File: src/rtl/axis_tx_pkg.sv
// Shared definitions for the AXI-Stream operand transmitter.
// Holds the FSM state encoding, the skid FIFO geometry and the read-credit
// helper used by the top level to decide whether another buffer read may be
// issued without overflowing the FIFO.
package axis_tx_pkg;

  typedef enum logic [1:0] {
    IDLE  = 2'd0,
    RUN   = 2'd1,
    DRAIN = 2'd2
  } tx_state_t;

  localparam int TX_FIFO_DEPTH = 2;
  localparam int TX_CNT_WIDTH  = $clog2(TX_FIFO_DEPTH + 1);

  // True when the entries already held plus the read in flight, minus the
  // entry leaving this cycle, still leave room for one more read.
  function automatic logic tx_credit_ok(
    input logic [TX_CNT_WIDTH-1:0] count,
    input logic                    inflight,
    input logic                    pop
  );
    logic [TX_CNT_WIDTH:0] occ;
    logic [TX_CNT_WIDTH:0] lim;
    occ = {1'b0, count} + {{TX_CNT_WIDTH{1'b0}}, inflight};
    lim = (TX_CNT_WIDTH+1)'(TX_FIFO_DEPTH) + {{TX_CNT_WIDTH{1'b0}}, pop};
    return (occ < lim);
  endfunction

endpackage

File: src/rtl/axis_tx_skid_fifo.sv
// Two-entry register FIFO that absorbs the one-cycle buffer read latency.
// Ports:
//   clk, rst_n : clock and asynchronous active-low reset
//   push, din  : write strobe and entry {last tag, data}
//   pop        : remove the head entry (ignored when empty)
//   dout       : head entry, driven straight from a register
//   count      : number of valid entries (0..2)
//   empty      : no valid entry
// The head always sits in head_r so the output never passes through a mux;
// a pop shifts the tail entry forward.
module axis_tx_skid_fifo
  import axis_tx_pkg::*;
#(
  parameter int WIDTH = 129
) (
  input  logic                    clk,
  input  logic                    rst_n,
  input  logic                    push,
  input  logic                    pop,
  input  logic [WIDTH-1:0]        din,
  output logic [WIDTH-1:0]        dout,
  output logic [TX_CNT_WIDTH-1:0] count,
  output logic                    empty
);

  localparam logic [TX_CNT_WIDTH-1:0] CNT_ZERO = {TX_CNT_WIDTH{1'b0}};
  localparam logic [TX_CNT_WIDTH-1:0] CNT_ONE  = TX_CNT_WIDTH'(1'b1);
  localparam logic [TX_CNT_WIDTH-1:0] CNT_FULL = TX_CNT_WIDTH'(TX_FIFO_DEPTH);

  logic [WIDTH-1:0]        head_r;
  logic [WIDTH-1:0]        tail_r;
  logic [TX_CNT_WIDTH-1:0] count_r;
  logic                    do_pop_s;
  logic                    do_push_s;

  // Qualify the strobes: no pop from empty, no push into a full FIFO unless
  // an entry leaves in the same cycle.
  always_comb begin
    do_pop_s  = 1'b0;
    do_push_s = 1'b0;
    if (count_r != CNT_ZERO) begin
      do_pop_s = pop;
    end else begin
      do_pop_s = 1'b0;
    end
    if ((count_r != CNT_FULL) || do_pop_s) begin
      do_push_s = push;
    end else begin
      do_push_s = 1'b0;
    end
  end

  // Entry storage and occupancy counter.
  always_ff @(posedge clk or negedge rst_n) begin
    if (!rst_n) begin
      head_r  <= {WIDTH{1'b0}};
      tail_r  <= {WIDTH{1'b0}};
      count_r <= CNT_ZERO;
    end else begin
      case ({do_push_s, do_pop_s})
        2'b10: begin
          if (count_r == CNT_ZERO) begin
            head_r <= din;
          end else begin
            tail_r <= din;
          end
          count_r <= count_r + CNT_ONE;
        end
        2'b01: begin
          head_r  <= tail_r;
          count_r <= count_r - CNT_ONE;
        end
        2'b11: begin
          if (count_r == CNT_ONE) begin
            head_r <= din;
          end else begin
            head_r <= tail_r;
            tail_r <= din;
          end
        end
        default: begin
          count_r <= count_r;
        end
      endcase
    end
  end

  assign dout  = head_r;
  assign count = count_r;
  assign empty = (count_r == CNT_ZERO);

endmodule

File: src/rtl/axis_matrix_stream_tx.sv
// AXI-Stream master that streams operand beats from a synchronous-read
// buffer into the systolic-array wrapper's S00 port.
// Ports:
//   m00_axis_aclk / m00_axis_aresetn : clock, asynchronous active-low reset
//   i_start, i_base_addr, i_len, i_row_mask : transfer request (IDLE only)
//   o_busy, o_done : status; o_done pulses once per completed transfer
//   o_rd_en, o_rd_addr, i_rd_data : buffer read port, data one cycle later
//   m00_axis_* : AXI-Stream master; tstrb carries the row-valid mask
// Each read carries a "last" tag that travels with the data through the
// skid FIFO, so tlast comes straight from the FIFO head.
module axis_matrix_stream_tx
  import axis_tx_pkg::*;
#(
  parameter int C_M00_AXIS_TDATA_WIDTH = 128,
  parameter int C_M00_STRB_WIDTH       = C_M00_AXIS_TDATA_WIDTH/8,
  parameter int NUM_ROW                = 8,
  parameter int ADDR_WIDTH             = 10,
  parameter int LEN_WIDTH              = 16
) (
  input  logic                              m00_axis_aclk,
  input  logic                              m00_axis_aresetn,
  input  logic                              i_start,
  input  logic [ADDR_WIDTH-1:0]             i_base_addr,
  input  logic [LEN_WIDTH-1:0]              i_len,
  input  logic [NUM_ROW-1:0]                i_row_mask,
  output logic                              o_busy,
  output logic                              o_done,
  output logic                              o_rd_en,
  output logic [ADDR_WIDTH-1:0]             o_rd_addr,
  input  logic [C_M00_AXIS_TDATA_WIDTH-1:0] i_rd_data,
  output logic                              m00_axis_tvalid,
  output logic [C_M00_AXIS_TDATA_WIDTH-1:0] m00_axis_tdata,
  output logic [C_M00_STRB_WIDTH-1:0]       m00_axis_tstrb,
  output logic                              m00_axis_tlast,
  input  logic                              m00_axis_tready
);

  localparam int                   DW       = C_M00_AXIS_TDATA_WIDTH;
  localparam logic [LEN_WIDTH-1:0] LEN_ZERO = {LEN_WIDTH{1'b0}};
  localparam logic [LEN_WIDTH-1:0] LEN_ONE  = LEN_WIDTH'(1'b1);

  tx_state_t               state_r;
  tx_state_t               state_s;
  logic [LEN_WIDTH-1:0]    len_r;
  logic [LEN_WIDTH-1:0]    issue_cnt_r;
  logic [ADDR_WIDTH-1:0]   base_r;
  logic [NUM_ROW-1:0]      row_mask_r;
  logic                    inflight_r;
  logic                    inflight_last_r;
  logic                    done_r;

  logic                    start_ok_s;
  logic                    rd_en_s;
  logic                    last_issue_s;
  logic                    pop_s;
  logic                    tvalid_s;
  logic                    tlast_s;
  logic [C_M00_STRB_WIDTH-1:0] tstrb_s;

  logic [DW:0]             fifo_din_s;
  logic [DW:0]             fifo_head_s;
  logic [TX_CNT_WIDTH-1:0] fifo_count_s;
  logic                    fifo_empty_s;

  // Handshake, read-issue and start qualification for the current cycle.
  always_comb begin
    start_ok_s   = (state_r == IDLE) && i_start;
    tvalid_s     = !fifo_empty_s;
    tlast_s      = fifo_head_s[DW] && tvalid_s;
    pop_s        = tvalid_s && m00_axis_tready;
    last_issue_s = (issue_cnt_r == (len_r - LEN_ONE));
    if ((state_r == RUN) && (issue_cnt_r < len_r)) begin
      rd_en_s = tx_credit_ok(fifo_count_s, inflight_r, pop_s);
    end else begin
      rd_en_s = 1'b0;
    end
  end

  // Next-state logic.
  always_comb begin
    state_s = state_r;
    case (state_r)
      IDLE: begin
        if (i_start && (i_len != LEN_ZERO)) begin
          state_s = RUN;
        end else begin
          state_s = IDLE;
        end
      end
      RUN: begin
        if (rd_en_s && last_issue_s) begin
          state_s = DRAIN;
        end else begin
          state_s = RUN;
        end
      end
      DRAIN: begin
        if (pop_s && tlast_s) begin
          state_s = IDLE;
        end else begin
          state_s = DRAIN;
        end
      end
      default: begin
        state_s = IDLE;
      end
    endcase
  end

  // State register.
  always_ff @(posedge m00_axis_aclk or negedge m00_axis_aresetn) begin
    if (!m00_axis_aresetn) begin
      state_r <= IDLE;
    end else begin
      state_r <= state_s;
    end
  end

  // Transfer parameters, issue counter, read-latency tracking and done pulse.
  always_ff @(posedge m00_axis_aclk or negedge m00_axis_aresetn) begin
    if (!m00_axis_aresetn) begin
      len_r           <= LEN_ZERO;
      issue_cnt_r     <= LEN_ZERO;
      base_r          <= {ADDR_WIDTH{1'b0}};
      row_mask_r      <= {NUM_ROW{1'b0}};
      inflight_r      <= 1'b0;
      inflight_last_r <= 1'b0;
      done_r          <= 1'b0;
    end else begin
      if (start_ok_s && (i_len != LEN_ZERO)) begin
        len_r       <= i_len;
        base_r      <= i_base_addr;
        row_mask_r  <= i_row_mask;
        issue_cnt_r <= LEN_ZERO;
      end else if (rd_en_s) begin
        issue_cnt_r <= issue_cnt_r + LEN_ONE;
      end else begin
        issue_cnt_r <= issue_cnt_r;
      end
      inflight_r      <= rd_en_s;
      inflight_last_r <= rd_en_s && last_issue_s;
      // A zero-length start completes immediately; otherwise completion is
      // the accepted tlast beat.
      done_r <= (start_ok_s && (i_len == LEN_ZERO)) ||
                ((state_r == DRAIN) && pop_s && tlast_s);
    end
  end

  // Row mask occupies the low tstrb bits; upper bits are always zero.
  always_comb begin
    tstrb_s              = {C_M00_STRB_WIDTH{1'b0}};
    tstrb_s[NUM_ROW-1:0] = row_mask_r;
  end

  assign fifo_din_s = {inflight_last_r, i_rd_data};

  axis_tx_skid_fifo #(
    .WIDTH (DW + 1)
  ) u_fifo (
    .clk   (m00_axis_aclk),
    .rst_n (m00_axis_aresetn),
    .push  (inflight_r),
    .pop   (pop_s),
    .din   (fifo_din_s),
    .dout  (fifo_head_s),
    .count (fifo_count_s),
    .empty (fifo_empty_s)
  );

  // Address wraps modulo the buffer size by truncation.
  assign o_rd_addr       = base_r + issue_cnt_r[ADDR_WIDTH-1:0];
  assign o_rd_en         = rd_en_s;
  assign o_busy          = (state_r != IDLE);
  assign o_done          = done_r;
  assign m00_axis_tvalid = tvalid_s;
  assign m00_axis_tdata  = fifo_head_s[DW-1:0];
  assign m00_axis_tlast  = tlast_s;
  assign m00_axis_tstrb  = tstrb_s;

endmodule

File: config.mk
export PLATFORM = sky130hd
export DESIGN_NAME = axis_matrix_stream_tx
export DESIGN_NICKNAME = d
export VERILOG_FILES = /design/src/rtl/axis_tx_pkg.sv /design/src/rtl/axis_tx_skid_fifo.sv /design/src/rtl/axis_matrix_stream_tx.sv
export SDC_FILE = /design/constraint.sdc
export NUM_CORES = 1
export LEC_CHECK = 0
export ABC_AREA = 1
export ABC_CLOCK_PERIOD_IN_PS = 5100
export CELL_PAD_IN_SITES_DETAIL_PLACEMENT = 0
export CELL_PAD_IN_SITES_GLOBAL_PLACEMENT = 1
export CORE_MARGIN = 2
export CORE_UTILIZATION = 41
export DETAILED_ROUTE_END_ITERATION = 6
export PLACE_DENSITY = 0.9
export REMOVE_ABC_BUFFERS = 1
export SLEW_MARGIN = 10
export SYNTH_ARGS = -nofsm -noshare
export SYNTH_HDL_FRONTEND = slang
export SYNTH_HIERARCHICAL = 1
export SYNTH_SLANG_ARGS = --single-unit
File: constraint.sdc
create_clock -name m00_axis_aclk -period 5.1 [get_ports m00_axis_aclk]
set_input_delay 1.02 -clock m00_axis_aclk [delete_from_list [all_inputs] [get_ports m00_axis_aclk]]
set_output_delay 1.02 -clock m00_axis_aclk [all_outputs]
set_load 0.01 [all_outputs]
==> results of run 1 <==
-- cell families (layout without fill, tap and decap cells) --
logic type,after synthesis,in the layout
other cells,1,12
compound gates,72,72
fa+ha+maj,33,33
simple gates,2120,2120
buf+inv,254,481
xor+xnor,25,25
flops,315,315
-- critical path, stage by stage, from the launching register on --
cell and delay (ns):
sky130_fd_sc_hd__dfrtp_1 0.44, sky130_fd_sc_hd__inv_1 0.12, sky130_fd_sc_hd__ha_1 0.33, sky130_fd_sc_hd__inv_1 0.16
sky130_fd_sc_hd__nand2_2 0.10, sky130_fd_sc_hd__o21ai_1 0.14, sky130_fd_sc_hd__inv_1 0.05, sky130_fd_sc_hd__nor2_1 0.13
sky130_fd_sc_hd__nand4_2 0.31, sky130_fd_sc_hd__inv_2 0.39, sky130_fd_sc_hd__clkdlybuf4s50_1 0.63
-- registers in the layout (all words and copies together), names as in the netlist --
register and count:
issue_cnt_r 16, u_fifo/count 2, inflight_r 1, len_r 16, inflight_last_r 1, base_r 10
u_fifo/dout 129, row_mask_r 8, u_fifo/tail_r 129, o_done 1, state_r 2
-- power by group --
part	switching, W	total (W)	internal, W
logic	0.00564	0.00905	0.00341
registers	0.000939	0.00471	0.00377
clock network	0.00112	0.00263	0.00151
-- layout make-up --
class | count | area share
antenna | 4 | 0.0004277
clock buffer | 58 | 0.04769
multi-input combinational | 2258 | 0.4180
tap | 600 | 0.03208
timing repair buffer | 347 | 0.1512
sequential | 315 | 0.3368
inverter | 66 | 0.01091
clock inverter | 10 | 0.002940
-- cell usage after synthesis (2+ instances only) --
cell type / instances
sky130_fd_sc_hd__nor3_1: 10
sky130_fd_sc_hd__xnor2_1: 9
sky130_fd_sc_hd__nor2_1: 460
sky130_fd_sc_hd__nand3b_1: 7
sky130_fd_sc_hd__nand3_1: 179
sky130_fd_sc_hd__clkbuf_1: 62
sky130_fd_sc_hd__dfrtp_1: 315
sky130_fd_sc_hd__buf_6: 3
sky130_fd_sc_hd__nand2_2: 4
sky130_fd_sc_hd__nor2_4: 2
sky130_fd_sc_hd__nand4_1: 134
sky130_fd_sc_hd__inv_2: 3
sky130_fd_sc_hd__o21ai_0: 20
sky130_fd_sc_hd__a21oi_1: 37
sky130_fd_sc_hd__buf_2: 95
sky130_fd_sc_hd__ha_1: 32
sky130_fd_sc_hd__buf_4: 12
sky130_fd_sc_hd__nand2_1: 1311
sky130_fd_sc_hd__inv_1: 62
sky130_fd_sc_hd__nor4_2: 3
sky130_fd_sc_hd__xor2_1: 16
sky130_fd_sc_hd__nor4_1: 3
sky130_fd_sc_hd__buf_1: 16
sky130_fd_sc_hd__o21ai_1: 8
-- metal layers --
| metal | part of all wire | up-vias | wire length [um] | GRT usage |
|---|---|---|---|---|
| li1 | - | 9299 | - | - |
| met1 | 0.42 | 9097 | 25690 | 0.3324 |
| met2 | 0.47 | 726 | 28880 | 0.4330 |
| met3 | 0.080 | 124 | 4924 | 0.05704 |
| met4 | 0.034 | 0 | 2098 | 0.1009 |
| met5 | 0 | - | 0 | 0 |
-- metrics by stage --
| step | total power [W] | setup WS (ns) | hold slack [ns] | cell area [um2] | util |
|---|---|---|---|---|---|
| after floorplan | 0.01032 | -5.055 | 0.4459 | 17850 | - |
| after global placement | 0.01353 | 0.8236 | 0.4533 | 22210 | 0.4915 |
| after detailed placement | 0.01378 | 0.8129 | 0.4619 | 22210 | 0.4915 |
| after CTS | 0.01650 | 0.6738 | 0.4777 | 23390 | 0.5177 |
| after global routing | 0.01785 | 0.4688 | 0.5125 | 23400 | 0.5178 |
| final | 0.01639 | 0.7184 | 0.4756 | 23400 | 0.5180 |
-- path summary, 6_finish.rpt --
path	endpoint	depth (start not counted)	from
setup / recovery	o_rd_en	10	u_fifo/count[0]
hold / removal	len_r[2]	1	m00_axis_aresetn
setup reg to reg	u_fifo/dout[39]	10	u_fifo/count[0]
hold reg to reg	row_mask_r[6]	2	row_mask_r[6]
max in group asynchronous	u_fifo/dout[60]	2	m00_axis_aresetn
min in group m00_axis_aclk	row_mask_r[6]	2	row_mask_r[6]
==> flow_summary_export.csv, run 1 <==
group,metric,value,unit
outcome,outcome,"completed",
timing,fin_worst_skew,0.02266,ns
synth,yosys.area_share.xor_xnor,0.01170,
grt,antenna_found_initial,2,
grt,grt_max_degree,112,
final_layout,area_delta_synth_final,25.03,%
placed_design,dpl.cell_count,3586,
synth,synth_area_in_simple_gates,0.4633,
clocking,cts_htree_levels,2,
pwr,total_leakage_power,11.82,nW
grt,grtUsageTotal,0.2611,
clocking,clock-root-buffer,"sky130_fd_sc_hd__clkbuf_16",
worst_setup_path,worst-path-max-fanout,19,
routing,num_vias,19250,
clocking,cts_tree,"yes",
routing,finalWirelength,61.59,mm
grt,grt_overflow_total,0,
job,max_cap_violations,0,
routing,ant_nets,0,
floorplanning,design.core.area,0.04519,mm2
worst_setup_path,critical_path_arrival,3.36,ns
timing,slew_viol_final,0,
clocking,clock_latency,0.57,ns
worst_setup_path,required,4.08,ns
worst_hold_path,hold_path_class,"input port to async pin",
routing,via_per_inst,5.261,
final_layout,commonest_non_fill_non_tap_cell_in_the_layout,"sky130_fd_sc_hd__nand2_1",
final_layout,area_of_the_multi_input_gates,0.009783,mm2
timing,worstMarginPinSlew,1.164,ns
floorplanning,dieArea,0.04738,mm2
floorplanning,die_w,217.7,um
pwr,powerDensity,700.2,mW/mm2
clocking,clk_pin_slew,0.06,ns
synth,synth_enable_flop_cells,0,
synth,synth_compound_gate_area_share,0.02032,
synth,synth_top_cell_by_area,"sky130_fd_sc_hd__dfrtp_1",
clocking,hold_buffers,0,
synth,portion_of_the_post_synthesis_area_used_by_sequential_elements,0.4211,
worst_setup_path,worst_setup_sp_type,"register",
worst_setup_path,ff2ff_setup_slack,1.44,ns
grt,vias_in_the_first_global_route,19090,
worst_setup_path,critical_path.endpoint_type,"output port",
synth,synth_top_family_by_area,"simple AND/OR/NAND/NOR gates",
synth,mapped_cells,2820,
synth,synth_ff_type,"sky130_fd_sc_hd__dfrtp_1",
clocking,cts_resized,0,
floorplanning,row_count,78,
final_layout,layout_common_cells,"sky130_fd_sc_hd__nand2_1 (1,309), sky130_fd_sc_hd__nor2_1 (458), sky130_fd_sc_hd__dfrtp_1 (315), sky130_fd_sc_hd__clkdlybuf4s50_1 (315), sky130_fd_sc_hd__nand3_1 (178)",
timing,layout_worst_path_cycle_share,0.8591,
routing,wire_per_inst,16.84,um
synth,synth_area_per_cell,6.638,um2
routing,drt_pre_antenna_iters,6,
final_layout,fillCellCount,4445,
routing,dr.first_iter.drc_count,1693,
timing,final.setup.tns,0,ns
synth,synth_cell_types,41,
synth,synth_area,0.01872,mm2
placed_design,gp_congestion,0.8729,
final_layout,post_route_cells_drive_above_1_share,0.03733,
timing,fmaxAchievable,228.2,MHz
floorplanning,chip_height,217.7,um
floorplanning,ports_placed_on_the_boundary,325,
synth,ys_warn_count,6,
final_layout,fin_nets,3225,
timing,hold_violations,0,
pwr,worst_ir_drop_vdd,0.0005990,V
synth,synth_async_sr_flop_share,1.000,
synth,synth_seq_cells,315,
routing,route.detailed.drc,0,
synth,fraction_of_the_mapped_netlist_area_in_adder_cells,0.02246,
synth,yosys-top-cells-area,"sky130_fd_sc_hd__dfrtp_1 (42%), sky130_fd_sc_hd__nand2_1 (26%), sky130_fd_sc_hd__nor2_1 (9.2%), sky130_fd_sc_hd__nand3_1 (4.8%), sky130_fd_sc_hd__nand4_1 (4.5%)",
timing,grt_setup_unrepaired,"false",
clocking,cts.sinks,315,
timing,slew_margin_rel,0.2237,
grt,global_route_wire_length_before_repair,100.2,mm
clocking,cts_buffer_depth,3,
final_layout,storage_element_area,0.007883,mm2
floorplanning,initial_util,0.4143,
synth,synth_top_area_frac,0.4211,
synth,post_synth_mux_area_share,0,
timing,setup_violations,0,
clocking,cts_post_setup_buffers_inserted,0,
placed_design,port-buffer-count,316,
worst_setup_path,critPathKind,"register to output port",
placed_design,hpwlAfterDp,37.05,mm
final_layout,fin_cells,3658,
timing,final.min_clock_period,4.382,ns
clocking,cts_inserted_buffers,38,
Power figures use the tool's default switching activity.
==> run 2: changes to the inputs <==
--- a/config.mk
+++ b/config.mk
@@ -7,12 +7,13 @@
 export LEC_CHECK = 0
 export ABC_AREA = 1
 export ABC_CLOCK_PERIOD_IN_PS = 5100
+export CAP_MARGIN = 20
 export CELL_PAD_IN_SITES_DETAIL_PLACEMENT = 0
 export CELL_PAD_IN_SITES_GLOBAL_PLACEMENT = 1
 export CORE_MARGIN = 2
-export CORE_UTILIZATION = 41
+export CORE_UTILIZATION = 35
 export DETAILED_ROUTE_END_ITERATION = 6
-export PLACE_DENSITY = 0.9
+export PLACE_DENSITY = 0.79
 export REMOVE_ABC_BUFFERS = 1
 export SLEW_MARGIN = 10
 export SYNTH_ARGS = -nofsm -noshare
==> flow_summary_export.csv, run 2 (synthesis gave the netlist of run 1 again) <==
group,metric,value,unit
outcome,outcome,"completed",
clocking,cts_buffer_depth,3,
timing,fin_worst_skew,0.01679,ns
timing,layout_worst_path_cycle_share,0.8348,
grt,grt_overflow_total,0,
routing,drt_pre_antenna_iters,5,
grt,global_route_wire_length_before_repair,102.7,mm
worst_setup_path,r2r_cells,10,
final_layout,post_route_cells_drive_above_1_share,0.03957,
worst_setup_path,critical_path_depth,10,
routing,via_per_inst,5.059,
clocking,clk_pin_slew,0.06,ns
floorplanning,dieArea,0.05535,mm2
worst_setup_path,r2r-start,"u_fifo/count[0]",
placed_design,hpwlAfterDp,37.93,mm
timing,final.setup.tns,0,ns
pwr,total_leakage_power,11.90,nW
final_layout,layout_common_cells,"sky130_fd_sc_hd__nand2_1 (1,309), sky130_fd_sc_hd__nor2_1 (458), sky130_fd_sc_hd__dfrtp_1 (315), sky130_fd_sc_hd__clkdlybuf4s50_1 (315), sky130_fd_sc_hd__nand3_1 (178)",
worst_setup_path,critical_path.endpoint_type,"output port",
worst_setup_path,cpPeakStageDelay,0.61,ns
routing,route.detailed.drc,0,
floorplanning,chip_height,235.3,um
clocking,cts_inserted_buffers,40,
worst_setup_path,critical-path-top-delay-family,"buffers and inverters",
routing,dr.first_iter.drc_count,1360,
worst_setup_path,worst-path-max-fanout,19,
worst_setup_path,critical_path_arrival,3.24,ns
worst_setup_path,dominant_cell_type_by_count_on_the_critical_path,"sky130_fd_sc_hd__inv_1",
timing,slew_viol_final,0,
floorplanning,initial_util,0.3548,
timing,final_critical_path_setup_slack,0.8425,ns
worst_hold_path,hold_path_class,"register to register",
clocking,clock_latency,0.56,ns
timing,worstMarginPinSlew,1.139,ns
timing,grt_setup_unrepaired,"false",
clocking,cts_resized,0,
clocking,cts_htree_levels,2,
worst_setup_path,worst-path-buf-inv,5,
pwr,worst_ir_drop_vdd,0.0005175,V
floorplanning,die_w,235.3,um
floorplanning,ports_placed_on_the_boundary,325,
worst_setup_path,required,4.08,ns
floorplanning,design.core.area,0.05276,mm2
routing,finalWirelength,63.50,mm
grt,grtUsageTotal,0.2280,
placed_design,gp_congestion,0.8782,
grt,vias_in_the_first_global_route,18610,
worst_hold_path,hold_start,"base_r[0]",
worst_setup_path,critPathKind,"register to output port",
timing,final.min_clock_period,4.258,ns
worst_setup_path,worst_setup_sp_type,"register",
clocking,cts_post_setup_buffers_inserted,0,
grt,grt_max_degree,130,
pwr,total_power_consumption,0.01671,W
final_layout,fillCellCount,5331,
clocking,cts.sinks,315,
job,max_cap_violations,0,
grt,antenna_found_initial,4,
worst_setup_path,library_cell_contributing_the_largest_single_delay_on_the_critical_path,"sky130_fd_sc_hd__clkdlybuf4s50_1",
worst_setup_path,startpoint,"u_fifo/count[0]",
floorplanning,row_count,84,
routing,num_vias,18960,
routing,wire_per_inst,16.95,um
timing,fmaxAchievable,234.9,MHz
final_layout,commonest_non_fill_non_tap_cell_in_the_layout,"sky130_fd_sc_hd__nand2_1",
placed_design,port-buffer-count,316,
clocking,cts_tree,"yes",
timing,slew_margin_rel,0.2407,
clocking,hold_buffers,0,
final_layout,area_delta_synth_final,26.50,%
placed_design,detailedPlace.worstSlack,0.8518,ns
clocking,clock-root-buffer,"sky130_fd_sc_hd__clkbuf_16",
timing,setup_violations,0,
worst_setup_path,worstPathCellList,"inv_1 > ha_1 > inv_1 > nand2_2 > o21ai_1 > inv_1 > nor2_1 > nand4_2 > inv_2 > clkdlybuf4s50_1",
worst_hold_path,worst_hold_path.num_cells,2,
pwr,powerDensity,705.5,mW/mm2
final_layout,fin_nets,3225,
routing,ant_nets,0,
timing,hold_violations,0,
run 2: changes by cell type in the layout (fill, tap and decap cells not counted):
cell / change
sky130_fd_sc_hd__clkbuf_16: +3
sky130_fd_sc_hd__nand2_4: -1
sky130_fd_sc_hd__clkinv_2: +1
sky130_fd_sc_hd__clkinv_8: -1
sky130_fd_sc_hd__clkbuf_8: +2
sky130_fd_sc_hd__nand2_8: +1
sky130_fd_sc_hd__bufinv_16: +3
sky130_fd_sc_hd__diode_2: -3
sky130_fd_sc_hd__clkinvlp_4: +1
sky130_fd_sc_hd__buf_4: -2
sky130_fd_sc_hd__clkbuf_1: -3
run 2: layout make-up:
type	instances	area (um2)	area share
multi-input combinational	2258	9792	0.4135
sequential	315	7883	0.3329
timing repair buffer	345	3523	0.1488
clock buffer	60	1207	0.05099
tap	688	860.8	0.03635
inverter	66	255.2	0.01078
clock inverter	14	155.1	0.006552
antenna	1	2.502	0.0001057
run 2: worst reg2reg max path: stages (launching register included):
cell and delay (ns):
sky130_fd_sc_hd__dfrtp_1 0.45, sky130_fd_sc_hd__inv_1 0.12, sky130_fd_sc_hd__ha_1 0.25, sky130_fd_sc_hd__buf_4 0.18
sky130_fd_sc_hd__inv_4 0.51, sky130_fd_sc_hd__nand2_8 0.59, sky130_fd_sc_hd__nand2_4 0.74, sky130_fd_sc_hd__buf_4 0.47
sky130_fd_sc_hd__nand2_1 0.13, sky130_fd_sc_hd__nor2_1 0.12, sky130_fd_sc_hd__nor2_1 0.04
run 2: through the flow:
stage | area [um2] | utilization | cells | hold slack, ns
finish | 23680 | 0.4488 | 3747 | 0.4795
global route | 23680 | 0.4488 | 3747 | 0.5101
CTS | 23680 | 0.4488 | 3746 | 0.4831
detailed placement | 22310 | 0.4229 | 3672 | 0.4682
global placement | 22310 | 0.4229 | 3672 | 0.4560
floorplan | 17850 | - | 2639 | 0.4459
run 2: worst paths after layout:
| kind | endpoint | slack (ns) |
|---|---|---|
| worst min register to register | base_r[0] | 0.48 |
| worst min-delay path | base_r[0] | 0.48 |
| worst max-delay path | o_rd_en | 0.84 |
| max in group asynchronous | u_fifo/dout[27] | 3.52 |
| min in group asynchronous | len_r[2] | 0.52 |
| worst max register to register | u_fifo/dout[33] | 1.39 |
run 2: power breakdown:
group / internal (W) / leakage, nW / switching (W)
combinational: 0.00337 / 7.47 / 0.00569
sequential: 0.00377 / 3.75 / 0.000928
clock: 0.00179 / 0.677 / 0.00115
total: 0.00894 / 11.9 / 0.00777
run 2: layer usage:
layer / up-vias / wire length [um] / share of wire / GRT usage
li1: 9311 / - / - / -
met1: 9016 / 27860 / 0.44 / 0.2911
met2: 536 / 30150 / 0.47 / 0.3899
met3: 89 / 3942 / 0.062 / 0.04186
met4: 4 / 1531 / 0.024 / 0.07392
met5: - / 21 / 0.00033 / 0
